## config.mk

```make
export PLATFORM = sky130hd
export DESIGN_NAME = sram_ctrl
export DESIGN_NICKNAME = d
export VERILOG_FILES = /design/src/rtl/sram_ctrl.sv
export SDC_FILE = /design/constraint.sdc
export NUM_CORES = 1
export LEC_CHECK = 0
export BUFFER_PORTS_ARGS = -buffer_cell sky130_fd_sc_hd__buf_2
export CORE_MARGIN = 2
export CORE_UTILIZATION = 41
export CTS_CLUSTER_DIAMETER = 150
export DETAILED_ROUTE_END_ITERATION = 12
export HOLD_SLACK_MARGIN = 0.1
export PLACE_DENSITY_LB_ADDON = 0.2
export SKIP_CTS_REPAIR_TIMING = 1
export SLEW_MARGIN = 20
export SYNTH_ARGS = -nofsm -noshare
export SYNTH_HDL_FRONTEND = slang
export SYNTH_SLANG_ARGS = --single-unit
```

## constraint.sdc

```tcl
create_clock -name clk -period 1.4 [get_ports clk]
set_clock_uncertainty 0.1 [all_clocks]
set_input_delay 0.28 -clock clk [delete_from_list [all_inputs] [get_ports clk]]
set_output_delay 0.28 -clock clk [all_outputs]
set_load 0.01 [all_outputs]
```

## src/rtl/sram_ctrl.sv

```systemverilog
// Byte-wide CPU-bus slave driving an external asynchronous 16-bit SRAM.
// Single-cycle requests become timed strobe sequences while ready stalls the CPU.
module sram_ctrl #(
    parameter int ADDR_WIDTH      = 16,
    parameter int SRAM_ADDR_WIDTH = 18,
    parameter int WAIT_CYCLES     = 2
) (
    input  logic                       clk,
    input  logic                       reset,
    input  logic                       cs,
    input  logic                       rd_req,
    input  logic                       wr_en,
    input  logic [ADDR_WIDTH-1:0]      addr,
    input  logic [7:0]                 wr_data,
    output logic [7:0]                 rd_data,
    output logic                       ready,
    output logic [SRAM_ADDR_WIDTH-1:0] sram_addr,
    input  logic [15:0]                sram_dq_in,
    output logic [15:0]                sram_dq_out,
    output logic                       sram_dq_oe,
    output logic                       sram_ce_n,
    output logic                       sram_oe_n,
    output logic                       sram_we_n,
    output logic                       sram_ub_n,
    output logic                       sram_lb_n
);

    localparam int CNT_W = $clog2(WAIT_CYCLES + 1);
    localparam logic [CNT_W-1:0] LAST = CNT_W'(WAIT_CYCLES - 1);

    typedef enum logic [2:0] {
        IDLE,
        READ,
        WR_SETUP,
        WR_PULSE,
        WR_HOLD
    } state_t;

    state_t                       state_q;
    logic [CNT_W-1:0]             cnt_q;
    logic [7:0]                   rd_data_q;
    logic                         ready_q;
    logic [SRAM_ADDR_WIDTH-1:0]   addr_q;
    logic [15:0]                  dq_out_q;
    logic                         dq_oe_q;
    logic                         ce_n_q;
    logic                         oe_n_q;
    logic                         we_n_q;
    logic                         ub_n_q;
    logic                         lb_n_q;

    always_ff @(posedge clk) begin
        if (reset) begin
            state_q   <= IDLE;
            cnt_q     <= '0;
            rd_data_q <= '0;
            ready_q   <= 1'b1;
            addr_q    <= '0;
            dq_out_q  <= '0;
            dq_oe_q   <= 1'b0;
            ce_n_q    <= 1'b1;
            oe_n_q    <= 1'b1;
            we_n_q    <= 1'b1;
            ub_n_q    <= 1'b1;
            lb_n_q    <= 1'b1;
        end else begin
            case (state_q)
                IDLE: begin
                    if (cs && (rd_req || wr_en)) begin
                        addr_q  <= SRAM_ADDR_WIDTH'(addr[ADDR_WIDTH-1:1]);
                        ub_n_q  <= ~addr[0];
                        lb_n_q  <= addr[0];
                        ready_q <= 1'b0;
                        cnt_q   <= '0;
                        ce_n_q  <= 1'b0;
                        // A simultaneous read is dropped: the write takes priority.
                        if (wr_en) begin
                            dq_out_q <= {wr_data, wr_data};
                            dq_oe_q  <= 1'b1;
                            state_q  <= WR_SETUP;
                        end else begin
                            oe_n_q  <= 1'b0;
                            state_q <= READ;
                        end
                    end
                end
                READ: begin
                    if (cnt_q == LAST) begin
                        rd_data_q <= ub_n_q ? sram_dq_in[7:0] : sram_dq_in[15:8];
                        ce_n_q    <= 1'b1;
                        oe_n_q    <= 1'b1;
                        ub_n_q    <= 1'b1;
                        lb_n_q    <= 1'b1;
                        ready_q   <= 1'b1;
                        state_q   <= IDLE;
                    end else begin
                        cnt_q <= cnt_q + 1'b1;
                    end
                end
                WR_SETUP: begin
                    we_n_q  <= 1'b0;
                    cnt_q   <= '0;
                    state_q <= WR_PULSE;
                end
                WR_PULSE: begin
                    // Address, data and dq_oe stay put until after WR_HOLD.
                    if (cnt_q == LAST) begin
                        we_n_q  <= 1'b1;
                        state_q <= WR_HOLD;
                    end else begin
                        cnt_q <= cnt_q + 1'b1;
                    end
                end
                WR_HOLD: begin
                    ce_n_q  <= 1'b1;
                    ub_n_q  <= 1'b1;
                    lb_n_q  <= 1'b1;
                    dq_oe_q <= 1'b0;
                    ready_q <= 1'b1;
                    state_q <= IDLE;
                end
                default: state_q <= IDLE;
            endcase
        end
    end

    assign rd_data     = rd_data_q;
    assign ready       = ready_q;
    assign sram_addr   = addr_q;
    assign sram_dq_out = dq_out_q;
    assign sram_dq_oe  = dq_oe_q;
    assign sram_ce_n   = ce_n_q;
    assign sram_oe_n   = oe_n_q;
    assign sram_we_n   = we_n_q;
    assign sram_ub_n   = ub_n_q;
    assign sram_lb_n   = lb_n_q;

endmodule

```

---- After elaboration in Yosys (flattened, before gate mapping) ----
Cells that the tools add are included.
storage, ports and cells
  bits of input ports ..................... 45
  word-level logic and storage cells ...... 65
  output and inout bits ................... 49
  register bits ........................... 50
operators by class
  reduce and logical (&&, ||, !) cells .... 18
  $add $sub $neg .......................... 1
  muxes and demuxes ....................... 23
  bitwise operators ....................... 1
  equality and inequality tests ........... 11
operator list
  operator                                              number
  AND reduction 3 bit                                   5
  != test 2 bit (second input constant)                 6
  case mux 3 bit (4 select lines)                       1
  two-way mux 3 bit                                     3
  case mux 1 bit (3 select lines)                       3
  two-way mux 1 bit                                     8
  two-way mux 8 bit                                     1
  equality test 3 x 2 -> 1 bit (second input constant)  2
  two-way mux 2 bit                                     3
  case mux 1 bit (2 select lines)                       3
  case mux 2 bit (3 select lines)                       1
  AND reduction 2 bit                                   3
  nonzero test 2 bit                                    3
  nonzero test 3 bit                                    2
  AND reduction 4 bit                                   1
  equality test 3 x 1 -> 1 bit (second input constant)  1
  equality test 3 bit (second input constant)           1
  zero test 3 bit                                       1
  adder 2 x 1 -> 2 bit (second input constant)          1
  equality test 2 x 1 -> 1 bit (second input constant)  1
  OR reduction 2 bit                                    1
  logical AND 1 bit                                     1
  logical OR 1 bit                                      1
  NOT 1 bit                                             1

---- Logic depth before layout (Yosys ltp) ----
Gate-level depths: netlist (run 1).
  depth in word-level cells ............... 4
  depth in mapped cells ................... 8
  gate-level depth less buffers ........... 5

---- Least setup slack after synthesis (run 1) ----
No wires, ideal clock.
  path type ............................... register to register
  start point ............................. register cnt_q[0]
  end point ............................... register rd_data_q[5], in the netlist rd_data[5]
  setup time .............................. 0.086 ns
  data required time ...................... 1.214 ns
  path buffers ............................ 3
  path slack .............................. -0.170 ns
  period minus slack after synthesis ...... 1.570 ns
  stages on the path, launching flop included .. 8
  data arrival time ....................... 1.384 ns
  path through ............................ dfxtp_1 > ha_1 > clkbuf_1 > and4bb_1 > buf_4 > buf_6 > nor2_1 > a211oi_1
between the ends
  cells in the longest elaborated chain, start to end .. 2
RTL lines
  element                               line  source
  start, declared                       40    logic [CNT_W-1:0] cnt_q;
  start signal, assigned                97    cnt_q <= cnt_q + 1'b1;
  start signal, assigned                111   cnt_q <= cnt_q + 1'b1;
  equality test 2 x 1 -> 1 bit          88    if (cnt_q == LAST) begin
  AND reduction 2 bit (no source line)  -
  end signal, assigned                  89    rd_data_q <= ub_n_q ? sram_dq_in[7:0] : sram_dq_in[15:8];
  end, declared                         41    logic [7:0] rd_data_q;
Every way passes these cells.
A chain may end at the register's enable or synchronous reset.

---- Worst setup path after layout (run 1) ----
  start point ............................. register state_q[0]
  end point ............................... register dq_out_q[12], in the netlist sram_dq_out[12]
between the ends
  cells in the longest elaborated chain, start to end .. 2
RTL lines
  element                               line  source
  start, declared                       39    state_t state_q;
  start signal, assigned                54    state_q <= IDLE;
  start signal, assigned                80    state_q <= WR_SETUP;
  start signal, assigned                83    state_q <= READ;
  zero test 3 bit                       67    case (state_q)
  AND reduction 3 bit (no source line)  -
  end signal, assigned                  78    dq_out_q <= {wr_data, wr_data};
  end, declared                         44    logic [15:0] dq_out_q;
Every way passes these cells.

==> key figures, run 1 <==
Run status
  – Outcome: finished with violations
  – Failing checks: setup timing

STA
  – Min Tclk post-route: 1.43 ns
  – Final WS setup: -0.0313 ns
  – Setup repair after global routing missed its margin: yes
  – Final setup violation count: 4
  – Period utilization: 102%
  – Max Slew Vio Count: 0
  – Max Fclk: 699 MHz
  – Hold Violations, Final: 0

Die
  – Initial Utilization: 41.8%
  – Width of the die: 72.7 um
  – # rows: 25
  – IO Pins: 94
  – Placeable Area: 4630 um^2
  – Die area: 5290 um^2
  – Height of the die: 72.7 um

Final layout
  – Fraction of layout cells with a size suffix above 1: 53.3%
  – FILL cells: 439
  – Area occupied by multi-input gates: 1010 um^2
  – Total Nets Final: 363
  – ANT cells: 0
  – Register area: 850 um^2
  – Final core occ: 61.0%
  – Area Overhead vs Synth: 45.7%

GRT
  – Total GRT Usage: 17.4%
  – Initial antenna violation count: 0
  – Vias in the first global route: 1613
  – Grt ovf: 0
  – Global-route wire length before repair: 7.31 mm
  – Largest net degree at the start of global routing: 25

Synthesis
  – #FFs+latches synth: 42
  – Sequential area share after synthesis: 43.4%
  – Top cells by area in the synthesized netlist: dfxtp_1 (43%), a21oi_1 (6.7%), nand3_1 (6.2%), o21ai_0 (5.9%), mux2i_1 (5.7%)
  – Top cell type's share of synthesized area: 43.4%
  – Post-synthesis cell type count: 34
  – Post-synth top area cell: dfxtp_1
  – Mapped Cells: 220
  – Mean Syn Cell Area: 8.80 um^2
  – Synthesized cell area: 1940 um^2
  – Synth warnings: 0

Pwr
  – Max IR drop VDD: 838 uV
  – P per Cell Area: 1170 nW/um^2
  – Power Total: 3.31 mW
  – P_leak: 1.27 nW

Place
  – Hpwl dp: 3.33 mm
  – Worst slack at placement: -0.0457 ns
  – GPL Wtd Cong: 0.786
  – Port Buffers: 90

Run
  – Max-capacitance violation count: 0

Routing
  – Via count: 1939
  – Post-route antenna net violation count: 0
  – Via/cell ratio: 5.23
  – WL final: 4.96 mm
  – DRT Pass-1 Iters: 4
  – WL per Instance: 13.4 um
  – DRT iter0 DRCs: 97
  – DRC viols: 0

Setup path
  – Arrival @ worst endpoint: 1.52 ns
  – Required @ worst endpoint: 1.49 ns
  – Critical path class: reg -> reg
  – Critical path startpoint category: register
  – CP Max Fanout: 24
  – Worst setup EP type: register

Clocking
  – Clock Tree Buf Depth: 2
  – H-tree levels: 2
  – CTS tree: yes
  – Clk root buf: clkbuf_8
  – Clock sinks: 42
  – Clock-pin slew on the worst setup and hold paths: 0.08 ns
  – Worst-skew pair later-pin latency: 0.29 ns
  – CTS Buf Count: 5

Worst hold path
  – Worst hold path type: in -> reg
layer usage:
| layer | wire length, um | vias up | global-route usage (%) | part of all wire [%] |
|---|---|---|---|---|
| met1 | 2310 | 907 | 22.8 | 47 |
| met5 | 0 | - | 0 | 0 |
| met4 | 45 | 0 | 4.32 | 0.91 |
| met2 | 2360 | 54 | 28.4 | 48 |
| li1 | - | 972 | - | - |
| met3 | 241 | 6 | 4.70 | 4.9 |
area by class of cell:
cell class	count	area share (%)
Multi-Input combinational cell	142	35.8
Timing Repair Buffer	122	27.2
Clock buffer	6	2.93
Inverter	4	0.532
Clock inverter	1	1.06
Sequential cell	42	30.1
Tap cell	54	2.39
metrics by stage:
stage / cell area, um^2 / hold WS [ns] / setup TNS (ns) / cells
2_1_floorplan: 1990 / 0.298 / -1.13 / 222
3_3_place_gp: 2490 / 0.355 / -0.132 / 358
3_5_place_dp: 2490 / 0.358 / -0.595 / 358
4_1_cts: 2600 / 0.129 / -1.18 / 365
5_1_grt: 2820 / 0.126 / -2.36 / 371
6_report: 2820 / 0.132 / -0.0483 / 371
layout by cell type (no fill, tap or decap), drive strengths merged:
cell type    n
a221oi       1
mux2i       11
or3          2
and2         1
a21oi       26
nor3         4
a31oi        3
clkbuf       7
o21a         1
o21ai       24
bufinv       1
nor2        13
nand2        3
buf        121
o221ai       1
dfxtp       42
nand3       24
o32ai        1
nor4         2
nand2b       3
o31ai        1
o21bai       1
ha           1
inv          4
conb         3
and4bb       1
nor4b        2
nor2b        1
a211oi      11
a221o        1
Yosys cell counts, drive strengths merged:
cell,instances
and2,1
o32ai,1
o21a,1
nor2b,1
a21oi,26
o221ai,1
mux2i,11
nor3,4
a221oi,1
buf,26
o21bai,1
nor4b,2
nand2,3
inv,4
nor4,2
dfxtp,42
nand3,24
clkbuf,8
ha,1
a31oi,3
nand2b,3
and4bb,1
nor2,13
conb,1
o31ai,1
a221o,1
o21ai,24
a211oi,11
or3,2
power breakdown:
group | total, mW | switching [mW] | internal [mW]
sequential | 1.35 | 0.0595 | 1.29
clock | 0.971 | 0.400 | 0.571
combinational | 0.984 | 0.509 | 0.475
total | 3.31 | 0.969 | 2.34
flip-flops by register name, indices dropped and copies added, names as in the netlist:
register	count
sram_addr	15
cnt_q	2
sram_we_n	1
state_q	3
sram_dq_out	8
sram_oe_n	1
sram_dq_oe	1
sram_ce_n	1
sram_ub_n	1
rd_data	8
sram_lb_n	1
worst max-delay path, stage by stage (launching register included):
cell	delay, ns
dfxtp_2	0.34
or3_4	0.41
buf_12	0.17
o21ai_0	0.22
a21oi_2	0.08
worst paths after layout:
check                          startpoint                            to  slack (ns)  depth (start not counted)
setup / recovery  state_q[0]$_SDFFE_PP0P_  sram_dq_out[12]$_SDFFE_PP0P_       -0.03                          4
setup reg to reg  state_q[0]$_SDFFE_PP0P_  sram_dq_out[12]$_SDFFE_PP0P_       -0.03                          4
hold reg to reg    sram_oe_n$_SDFFE_PP1P_        sram_oe_n$_SDFFE_PP1P_        0.37                          2
hold / removal                 wr_data[3]  sram_dq_out[11]$_SDFFE_PP0P_        0.13                          3
kinds of logic (layout without fill, tap and decap cells):
logic type | count (synthesis) | count (layout) | synth area share [%]
multiplexers | 11 | 11 | 5.68
AO/OA/AOI/OAI | 71 | 71 | 22.0
buffers and inverters | 38 | 133 | 12.7
flip-flops | 42 | 42 | 43.4
AND/OR/NAND/NOR | 56 | 56 | 15.4
other | 1 | 3 | 0.194
adder cells (fa/ha/maj) | 1 | 1 | 0.646
Power figures use the tool's default switching activity.
==> inputs of run 2 (changes only) <==
--- a/config.mk
+++ b/config.mk
@@ -11,2 +11,3 @@
 export CTS_CLUSTER_DIAMETER = 150
+export CTS_CLUSTER_SIZE = 14
 export DETAILED_ROUTE_END_ITERATION = 12
==> constraint.sdc (replaced) <==
create_clock -name clk -period 1.4 [get_ports clk]
set_clock_uncertainty 0.1 [all_clocks]
set_input_delay 0.14 -clock clk [delete_from_list [all_inputs] [get_ports clk]]
set_output_delay 0.14 -clock clk [all_outputs]
set_load 0.01 [all_outputs]
==> key figures, run 2 (same netlist as run 1, synthesis figures left out) <==
Run status
  – Outcome: finished with violations
  – Failing checks: setup timing

Final layout
  – Total Nets Final: 385 (+6.1%)
  – Finished Layout Cells: 394 (+6.2%)
  – Max reg flops: 15 (unchanged)
  – Fraction of layout cells with a size suffix above 1: 46.8% (-6.5 points)
  – Final core occ: 65.2% (+4.2 points)
  – Commonest non-fill, non-tap cell in the layout: buf_2
  – ANT cells: 0 (unchanged)
  – Area Overhead vs Synth: 55.7%
  – Most frequent cells in the layout: buf_2 (90), dfxtp_1 (37), a21oi_1 (25)

STA
  – Min Tclk post-route: 1.42 ns (-0.0162 ns)
  – Max Slew Vio Count: 0 (unchanged)
  – Max Fclk: 707 MHz (+1.1%)
  – Setup repair after global routing missed its margin: yes
  – Hold Violations, Final: 0 (unchanged)
  – Final WS setup: -0.0151 ns (+0.0162 ns)
  – Period utilization: 101% (-1.2 points)
  – Min Hold Slack: 0.111 ns (-0.0207 ns)
  – Final setup violation count: 3 (-1)

Setup path
  – Worst reg2reg setup slack: -0.02 ns (+0.02 ns)
  – Crit-path slowest cell: a221oi_4
  – Worst reg2reg path depth: 5 (+1)
  – Cell Chain, Critical Path: buf_4 > nor3_4 > buf_4 > a221oi_4 > mux2i_1
  – Worst path max stage delay: 0.36 ns (-0.05 ns)
  – Required @ worst endpoint: 1.53 ns (+0.04 ns)
  – R2r endpoint: sram_lb_n$_SDFFE_PP1P_
  – Critical path startpoint category: register
  – Cell mode on critical path: buf_4
  – Crit. Startpoint: state_q[0]$_SDFFE_PP0P_
  – Critical path class: reg -> reg
  – Start of the worst register-to-register path: state_q[0]$_SDFFE_PP0P_
  – Arrival @ worst endpoint: 1.54 ns (+0.02 ns)
  – CP Max Fanout: 5 (-79%)
  – Worst setup EP type: register

GRT
  – Global-route wire length before repair: 7.07 mm (-3.3%)
  – Initial antenna violation count: 0 (unchanged)
  – Total GRT Usage: 16.7% (-0.70 points)
  – GRT busiest layer: met2
  – Largest net degree at the start of global routing: 28 (+12%)
  – Grt met2 use: 26.5% (-1.9 points)
  – Met1 Use GR: 21.7% (-1.1 points)
  – Grt ovf: 0 (unchanged)
  – Met3 GRT Util: 4.01% (-0.69 points)
  – Vias in the first global route: 1632 (+1.2%)

Routing
  – WL per Instance: 13.3 um (-0.31%)
  – WL final: 5.25 mm (+5.9%)
  – DRC viols: 0 (unchanged)
  – Via/cell ratio: 5.14 (-1.6%)
  – Via count: 2027 (+4.5%)
  – DRT Pass-1 Iters: 4 (unchanged)
  – Post-route antenna net violation count: 0 (unchanged)
  – DRT iter0 DRCs: 98 (+1.0%)

Run
  – Max-capacitance violation count: 0 (unchanged)

Die
  – # rows: 25 (unchanged)
  – Initial Utilization: 41.8% (unchanged)
  – Width of the die: 72.7 um (unchanged)
  – Height of the die: 72.7 um (unchanged)
  – Placeable Area: 4630 um^2 (unchanged)
  – Die area: 5290 um^2 (unchanged)
  – IO Pins: 94 (unchanged)

Place
  – Hpwl dp: 3.22 mm (-3.2%)
  – GPL Wtd Cong: 0.777 (-1.1%)
  – DP Cell Count: 356 (-0.56%)
  – Port Buffers: 90 (unchanged)

Worst hold path
  – Hold path depth: 3 (unchanged)
  – Hold_sp: sram_dq_in[11]
  – Worst hold path type: in -> reg
  – Hold EP: rd_data[3]$_SDFFE_PP0P_

Pwr
  – P_leak: 1.36 nW (+7.3%)
  – Max IR drop VDD: 888 uV (+6.0%)
  – Power Total: 3.18 mW (-3.8%)
  – P per Cell Area: 1060 nW/um^2 (-10%)

Clocking
  – Clock-pin slew on the worst setup and hold paths: 0.08 ns (about the same)
  – Clk root buf: clkbuf_8
  – CTS Buf Count: 5 (unchanged)
  – H-tree levels: 2 (unchanged)
  – Clock Tree Buf Depth: 2 (unchanged)
  – Worst-skew pair later-pin latency: 0.29 ns (about the same)
  – Clock sinks: 42 (unchanged)
  – CTS tree: yes
[run 2: changes by cell type in the layout (fill, tap and decap cells not counted), moves of 8 or more]
cell / change
a21oi_2: -8
a21oi_1: +8
dlygate4sd3_1: +24
nand3_1: +9
nand3_2: -9
[run 2: worst max-delay path by stage]
stage	endpoint	cells after the start
finish	sram_lb_n$_SDFFE_PP1P_	5
global route	sram_ce_n$_SDFFE_PP1P_	5
CTS	rd_data[5]$_SDFFE_PP0P_	6
detailed placement	rd_data[5]$_SDFFE_PP0P_	6
global placement	sram_addr[7]$_SDFFE_PP0P_	5
floorplan	sram_oe_n$_SDFFE_PP1P_	6
[run 2: through the flow]
stage | area (um^2) | setup slack, ns | TNS (ns)
floorplan | 1990 | -0.0801 | -1.13
CTS | 2570 | -0.109 | -2.04
finish | 3020 | -0.0151 | -0.0196
detailed placement | 2470 | -0.0971 | -1.46
global route | 3020 | -0.0862 | -1.41
global placement | 2470 | -0.0305 | -0.267
[run 2: critical path, delay by kind of cell, from the launching register on]
kind                   cells  cell delay (ns)
AOI/OAI and AO/OA          1             0.36
buffers and inverters      2             0.27
DFF                        1             0.35
muxes                      1             0.22
and+or+nand+nor            1             0.05
[run 2: report_power, final]
group          total [mW]  internal [mW]  leakage, nW  switching (mW)
Combinational        1.00          0.501        0.972           0.501
Clock               0.827          0.397       0.0472           0.431
Sequential           1.35           1.29        0.345          0.0605
Total                3.18           2.19         1.36           0.992
[run 2: layout make-up]
type / count / area [um^2]
repair buffers: 144 / 1000
multi-input cells: 142 / 990
clock buffers: 6 / 82.6
well taps: 54 / 67.6
inverters: 4 / 15.0
clock inverters: 2 / 12.5
fillers: 383 / 1610
flip-flops and latches: 42 / 850
[run 2: layer usage]
| metal | share of wire [%] | vias to the layer above | wire length (um) |
|---|---|---|---|
| met5 | 0 | - | 0 |
| met4 | 1.9 | 0 | 100 |
| met3 | 5.6 | 10 | 292 |
| met2 | 47 | 80 | 2490 |
| met1 | 45 | 924 | 2370 |
| li1 | - | 1013 | - |
